[config.mk]
export PLATFORM = sky130hd
export DESIGN_NAME = ifu_fetch
export DESIGN_NICKNAME = d
export VERILOG_FILES = /design/src/rtl/ifu_pkg.sv /design/src/rtl/ifu_fetch.sv
export SDC_FILE = /design/constraint.sdc
export NUM_CORES = 1
export LEC_CHECK = 0
export ABC_AREA = 1
export BUFFER_PORTS_ARGS = -buffer_cell sky130_fd_sc_hd__buf_4
export CORE_ASPECT_RATIO = 1.75
export CORE_MARGIN = 2
export CORE_UTILIZATION = 40
export CTS_CLUSTER_SIZE = 10
export DETAILED_ROUTE_END_ITERATION = 6
export MAX_ROUTING_LAYER = met4
export PLACE_DENSITY = 0.7
export SLEW_MARGIN = 20
export SYNTH_ARGS = -nofsm -noshare
export SYNTH_HDL_FRONTEND = slang
export SYNTH_SLANG_ARGS = --single-unit
[constraint.sdc]
create_clock -name clk -period 10.5 [get_ports clk]
set_input_delay 1.575 -clock clk [delete_from_list [all_inputs] [get_ports clk]]
set_output_delay 1.575 -clock clk [all_outputs]
set_load 0.02 [all_outputs]
[src/rtl/ifu_pkg.sv]
// rtl/ifu_pkg.sv - shared types and constants for the instruction fetch unit
package ifu_pkg;

    typedef enum logic [1:0] {
        REQ,
        WAIT,
        HOLD,
        FAULT
    } fetch_state_t;

    localparam logic [31:0] RESET_PC_DEFAULT = 32'h8000_0000;
    localparam logic [31:0] NOP_INST         = 32'h0000_0013;
    localparam logic [31:0] INST_BYTES       = 32'd4;

endpackage

[src/rtl/ifu_fetch.sv]
// rtl/ifu_fetch.sv - instruction fetch unit producing inst/pc for the RV32E decode stage
// One memory read in flight at most; redirects from execute take priority over everything.
module ifu_fetch #(
    parameter logic [31:0] RESET_PC = ifu_pkg::RESET_PC_DEFAULT,
    parameter logic [31:0] NOP_INST = ifu_pkg::NOP_INST
) (
    input  logic        clk,
    input  logic        rst,
    output logic        imem_req_valid,
    input  logic        imem_req_ready,
    output logic [31:0] imem_req_addr,
    input  logic        imem_resp_valid,
    input  logic [31:0] imem_resp_data,
    input  logic        imem_resp_err,
    output logic        inst_valid,
    input  logic        inst_ready,
    output logic [31:0] inst,
    output logic [31:0] pc,
    input  logic        redirect_valid,
    input  logic [31:0] redirect_pc,
    input  logic        halt,
    output logic        fetch_fault,
    output logic [31:0] fault_pc
);
    import ifu_pkg::*;

    fetch_state_t state;
    logic [31:0]  fetch_pc;
    logic         drop;
    logic         req_fire;
    logic         redirect_misaligned;
    logic         outstanding;

    assign imem_req_valid      = (state == REQ) && !halt && !rst;
    assign imem_req_addr       = fetch_pc;
    assign req_fire            = imem_req_valid && imem_req_ready;
    assign redirect_misaligned = (redirect_pc[1:0] != 2'b00);

    // A request is still owed a response after this edge: just accepted, waiting
    // without the response arriving now, or a stale one pending while faulted.
    assign outstanding = req_fire
                      || ((state == WAIT) && !imem_resp_valid)
                      || ((state == FAULT) && drop && !imem_resp_valid);

    always_ff @(posedge clk or posedge rst) begin
        if (rst) begin
            state       <= REQ;
            fetch_pc    <= RESET_PC;
            drop        <= 1'b0;
            inst_valid  <= 1'b0;
            inst        <= NOP_INST;
            pc          <= RESET_PC;
            fetch_fault <= 1'b0;
            fault_pc    <= '0;
        end else if (redirect_valid) begin
            inst_valid <= 1'b0;
            inst       <= NOP_INST;
            drop       <= outstanding;
            if (redirect_misaligned) begin
                state       <= FAULT;
                fetch_fault <= 1'b1;
                fault_pc    <= redirect_pc;
            end else begin
                fetch_pc    <= redirect_pc;
                fetch_fault <= 1'b0;
                state       <= outstanding ? WAIT : REQ;
            end
        end else begin
            case (state)
                REQ: begin
                    if (req_fire) begin
                        state <= WAIT;
                    end
                end
                WAIT: begin
                    if (imem_resp_valid) begin
                        if (drop) begin
                            drop  <= 1'b0;
                            state <= REQ;
                        end else if (imem_resp_err) begin
                            state       <= FAULT;
                            fetch_fault <= 1'b1;
                            fault_pc    <= fetch_pc;
                        end else begin
                            inst       <= imem_resp_data;
                            pc         <= fetch_pc;
                            inst_valid <= 1'b1;
                            state      <= HOLD;
                        end
                    end
                end
                HOLD: begin
                    if (inst_ready) begin
                        fetch_pc   <= fetch_pc + INST_BYTES;
                        inst_valid <= 1'b0;
                        inst       <= NOP_INST;
                        state      <= REQ;
                    end
                end
                FAULT: begin
                    // The stale response owed to a dropped request retires here.
                    if (imem_resp_valid) begin
                        drop <= 1'b0;
                    end
                end
                default: begin
                    state <= FAULT;
                end
            endcase
        end
    end

endmodule

**Yosys cells after proc, flatten, opt, wreduce, memory -nomap -nowiden**

Index checks and enable logic that the tools add are counted.

- Bits in registers: 133
- Bits of input ports: 72
- Output and inout port bits: 131
- Word-level logic and storage cells: 92

- $add $sub $neg: 1
- Equality and inequality tests: 11
- Muxes and demuxes: 40
- Bitwise gates (word level): 3
- Reduce and logical (&&, ||, !) cells: 29

Operator list:

| kind | number |
|---|---|
| $mux W32 | 15 |
| $pmux W32 S2 | 1 |
| $add A32 B3 Y32 const B | 1 |
| $mux W1 | 16 |
| $ne A3 B3 Y1 const B | 5 |
| $reduce_and A5 Y1 | 3 |
| $reduce_bool A2 Y1 | 7 |
| $mux W2 | 6 |
| $reduce_and A4 Y1 | 2 |
| $logic_and A1 B1 Y1 | 6 |
| $pmux W2 S3 | 1 |
| $eq A2 B2 Y1 const B | 2 |
| $ne A2 B2 Y1 const B | 2 |
| $reduce_bool A4 Y1 | 1 |
| $logic_not A1 Y1 | 3 |
| $not A1 Y1 | 3 |
| $reduce_and A3 Y1 | 1 |
| $reduce_bool A3 Y1 | 1 |
| $eq A2 B1 Y1 const B | 1 |
| $logic_not A2 Y1 | 1 |
| $logic_or A1 B1 Y1 | 2 |
| $ne A2 B1 Y1 const B | 1 |
| $pmux W1 S2 | 1 |
| $reduce_and A2 Y1 | 1 |
| $reduce_or A2 Y1 | 1 |

**Logic depth before layout (Yosys ltp)**

- Depth after elaboration: 9
- Mapped depth: 11
- Gate-level depth less buffers: 10

**Least setup slack after synthesis**

No wires, ideal clock.

- Kind: input to register
- Start: in rst
- End: reg state[0]
- Setup time: 0.129 ns
- Arrival time: 4.991 ns
- Required time: 10.371 ns
- Slack: 5.381 ns
- Stages on the path: 6
- Path buffers: 0
- Cells stage by stage: inv_1 -> nand3_1 -> nand2_1 -> nand2_1 -> nor2_1 -> a22oi_1

- Cells in the longest elaborated chain, start to end: 8
- Elaborated cells on any way between the ends: 10
- Classes of those cells: eq/ne (1); mux (3); reduce/logical (6)

Ends and longest elaborated chain:

| item | RTL line | source |
|---|---|---|
| start, declared | ifu_fetch.sv:8 | `input logic rst,` |
| $logic_not A1 Y1 (no line) * | -- |  |
| $logic_and A1 B1 Y1 * | ifu_fetch.sv:34 | `assign imem_req_valid = (state == REQ) && !halt && !rst;` |
| $logic_and A1 B1 Y1 * | ifu_fetch.sv:36 | `assign req_fire = imem_req_valid && imem_req_ready;` |
| $logic_or A1 B1 Y1 | ifu_fetch.sv:42 | `\|\| ((state == WAIT) && !imem_resp_valid)` |
| $logic_or A1 B1 Y1 | ifu_fetch.sv:43 | `\|\| ((state == FAULT) && drop && !imem_resp_valid);` |
| $mux W1 | ifu_fetch.sv:66 | `state <= outstanding ? WAIT : REQ;` |
| $mux W2 | ifu_fetch.sv:59 | `if (redirect_misaligned) begin` |
| $mux W2 | ifu_fetch.sv:55 | `end else if (redirect_valid) begin` |
| end signal, assigned | ifu_fetch.sv:66 |  |
| end, declared | ifu_fetch.sv:27 | `fetch_state_t state;` |

Every way passes the cells marked *; elsewhere a longest branch is shown, timed or not.
A chain may end at the register's enable or synchronous reset.

**Worst setup path after layout**

- Start: in redirect_valid
- End: reg inst[2]

- Cells in the longest elaborated chain, start to end: 2
- Elaborated cells on any way between the ends: 7
- Classes of those cells: eq/ne (4); mux (1); reduce/logical (2)

Ends and longest elaborated chain:

| item | RTL line | source |
|---|---|---|
| start, declared | ifu_fetch.sv:19 | `input logic redirect_valid,` |
| $ne A3 B3 Y1 (no line) or $reduce_bool A3 Y1 (tied branches) | -- |  |
| $reduce_and A5 Y1 (no line) | -- |  |
| end signal, assigned | ifu_fetch.sv:85 | `inst <= imem_resp_data;` |
| end, declared | ifu_fetch.sv:17 | `output logic [31:0] inst,` |

Several ways; a longest one is shown, not always the timed one.

==> impl_metrics.toml <==
[worst_setup_path]
crit_arrival_ps = 4520
crit_path_end_kind = "flop"
worstSetupPathType = "in2reg"
cp_common_cell = "nand2_1"
cp_top_family = "simple AND/OR/NAND/NOR gates"
slowest_delay_ps = 770
path_cells = "buf_4 -> inv_2 -> o211ai_1 -> nand3_2 -> nor2_4 -> nand2_1 -> nand2_1"
required_ps = 10850
cp_slowest_cell = "nor2_4"
start_kind = "primary input"
crit_fanout = 81
critPathBufInv = 2

[clock_tree]
htree_num_levels = 4
clk_latency_ps = 420
clk_pin_slew_ps = 60
cts_tree = "built"
cts_hold_buf = 0
postCtsResizedCells = 0
root_buffer = "clkbuf_16"
clk_path_buf_depth = 2
cts_made_buffers = 17
clkSinkCount = 133
post-cts-setup-buffer-count = 0

[synthesis]
syn-cell-area_mm2 = 0.00667
synth_top_area_share_pct = 48.0
syn-instance-count = 868
yosysTopAreaCell = "dfrtp_1"
synth_ff_type = "dfrtp_1"
syn_area_per_cell_um2 = 7.68
yosysSeqAreaShare_pct = 50.0
synth_edf_count = 0
async_flop_share_pct = 100
ys_warn_count = 0
synth_seq_cells = 133
synth_cell_types = 33
synth.area.top_cells = "dfrtp_1, nand2_1, nor2_1, o21ai_0, inv_1"
synth_nets = 945

[floorplanning]
die_w_um = 102
die_area_mm2 = 0.0178
rows = 62
die_h_um = 175
initial_core_util_pct = 40.7
core_area_mm2 = 0.0164
ios = 203

[sta]
min_period_ps = 4170
slew_headroom_pct = 38.1
setup_tns_ps = 0
fin_ws_ps = 6330
hold_violations = 0
setup_viol = 0
timing.final.crit_share_pct = 39.7
rsz0062_at_grt = "no"
max_freq_mhz = 240
worstMarginPinSlew_ps = 928
slew_viol_final = 0
clock_skew_ps = 10.2

[place]
finalWeightedCongestion = 0.901
dpl_worst_slack_ps = 5560
port_buffers = 202
place_hpwl_um = 15000

[worst_hold_path]
hp-class = "reg2reg"

[grt]
grt_use_total_pct = 23.8
overflow = 0
met3_usage_pct = 4.16
use_met2_pct = 42.0
antenna_found_initial = 0
grt_max_degree = 82
grt-busiest-layer = "met2"
grt_pass1_wl_um = 31500
first_global_vias = 6042
use_met1_pct = 25.5

[drt]
vias_per_cell = 4.87
first_pass_iters = 5
drt_iter0_drc = 271
drc = 0
wl_per_cell_um = 15.7
wirelength_um = 20300
antenna_left = 0
via_count = 6303

[finish]
diodes = 0
fillers = 1589
fin_util_pct = 53.9
drive_gt1_share_pct = 24.5
multi_input_area_mm2 = 0.00278
final_common_cell = "nand2_1"
synthToLayoutAreaGrowth_pct = 32.2
seq_area_mm2 = 0.00333
final_cell_mix = "nand2_1, buf_4, dfrtp_1"
final_nets = 1133

[pwr]
leakagePower_nw = 4.66
power.density_mw_per_mm2 = 294
power_mw = 2.59
ir_drop_mv = 0.114

[job]
cap_violations = 0

[status]
status = "complete, no violations"
[stage by stage]
stage          hold WS (ps)  cell area, um^2  std cells
6_report                473             8820       1293
3_5_place_dp            461             8230       1261
3_3_place_gp            458             8230       1261
2_1_floorplan           503             6670        868
4_1_cts                 476             8810       1293
5_1_grt                 500             8820       1293
[synthesized netlist by cell type (6+ instances only)]
library cell,count
inv_1,78
o21ai_1,12
a21oi_1,28
dfrtp_1,128
o21ai_0,69
a31oi_1,6
nor2_1,110
buf_2,14
buf_6,10
a21o_1,6
o21a_1,15
nand3_1,30
buf_4,8
nand2_1,307
[tightest hold or removal path, cell delays in order, from the launching register on]
cell,delay (ps)
dfrtp_1,340
nand2_1,50
nand2_1,50
[metal layers]
layer,share of wire [%],vias to the layer above,wire [um]
li1,-,3115,-
met1,38,2912,7670
met2,53,234,10800
met3,5.4,42,1090
met4,3.2,0,653
met5,0,-,0
[kinds of logic (layout without fill, tap and decap cells)]
logic type      Yosys count  in the layout  share of synthesized area [%]
compound gates          141            141                           11.7
fa+ha+maj                 5              5                          0.938
buf+inv                 116            317                           8.39
mux                       1              1                          0.169
flops                   133            133                           50.0
simple gates            472            472                           28.8
[report_power, final]
part,switching [mW],internal [mW],leakage (nW)
logic,0.679,0.426,2.75
registers,0.165,0.733,1.63
clock network,0.231,0.362,0.282
total,1.07,1.52,4.66
[cell type report]
type / instances / area share (%)
inverters: 81 / 3.48
multi-input cells: 619 / 31.5
repair buffers: 204 / 17.4
clock inverters: 12 / 1.46
clock buffers: 20 / 5.18
well taps: 224 / 3.18
flip-flops and latches: 133 / 37.8
[state kept, by name (all words and copies together) (netlist names)]
signal	cells
inst	32
inst_valid	1
fault_pc	32
state	2
imem_req_addr	32
drop	1
pc	32
fetch_fault	1
[worst paths after layout]
| check | start | end | slack [ps] | cells after the start |
|---|---|---|---|---|
| setup / recovery | redirect_valid | inst[2] | 6330 | 7 |
| hold / removal | fault_pc[16] | fault_pc[16] | 470 | 2 |
| setup reg to reg | state[0] | inst[2] | 7830 | 8 |
| hold reg to reg | fault_pc[16] | fault_pc[16] | 470 | 2 |
| max in group asynchronous | rst | pc[15] | 7720 | 3 |
| min in group asynchronous | rst | imem_req_addr[1] | 1340 | 2 |
(Power assumes the default switching activity.)
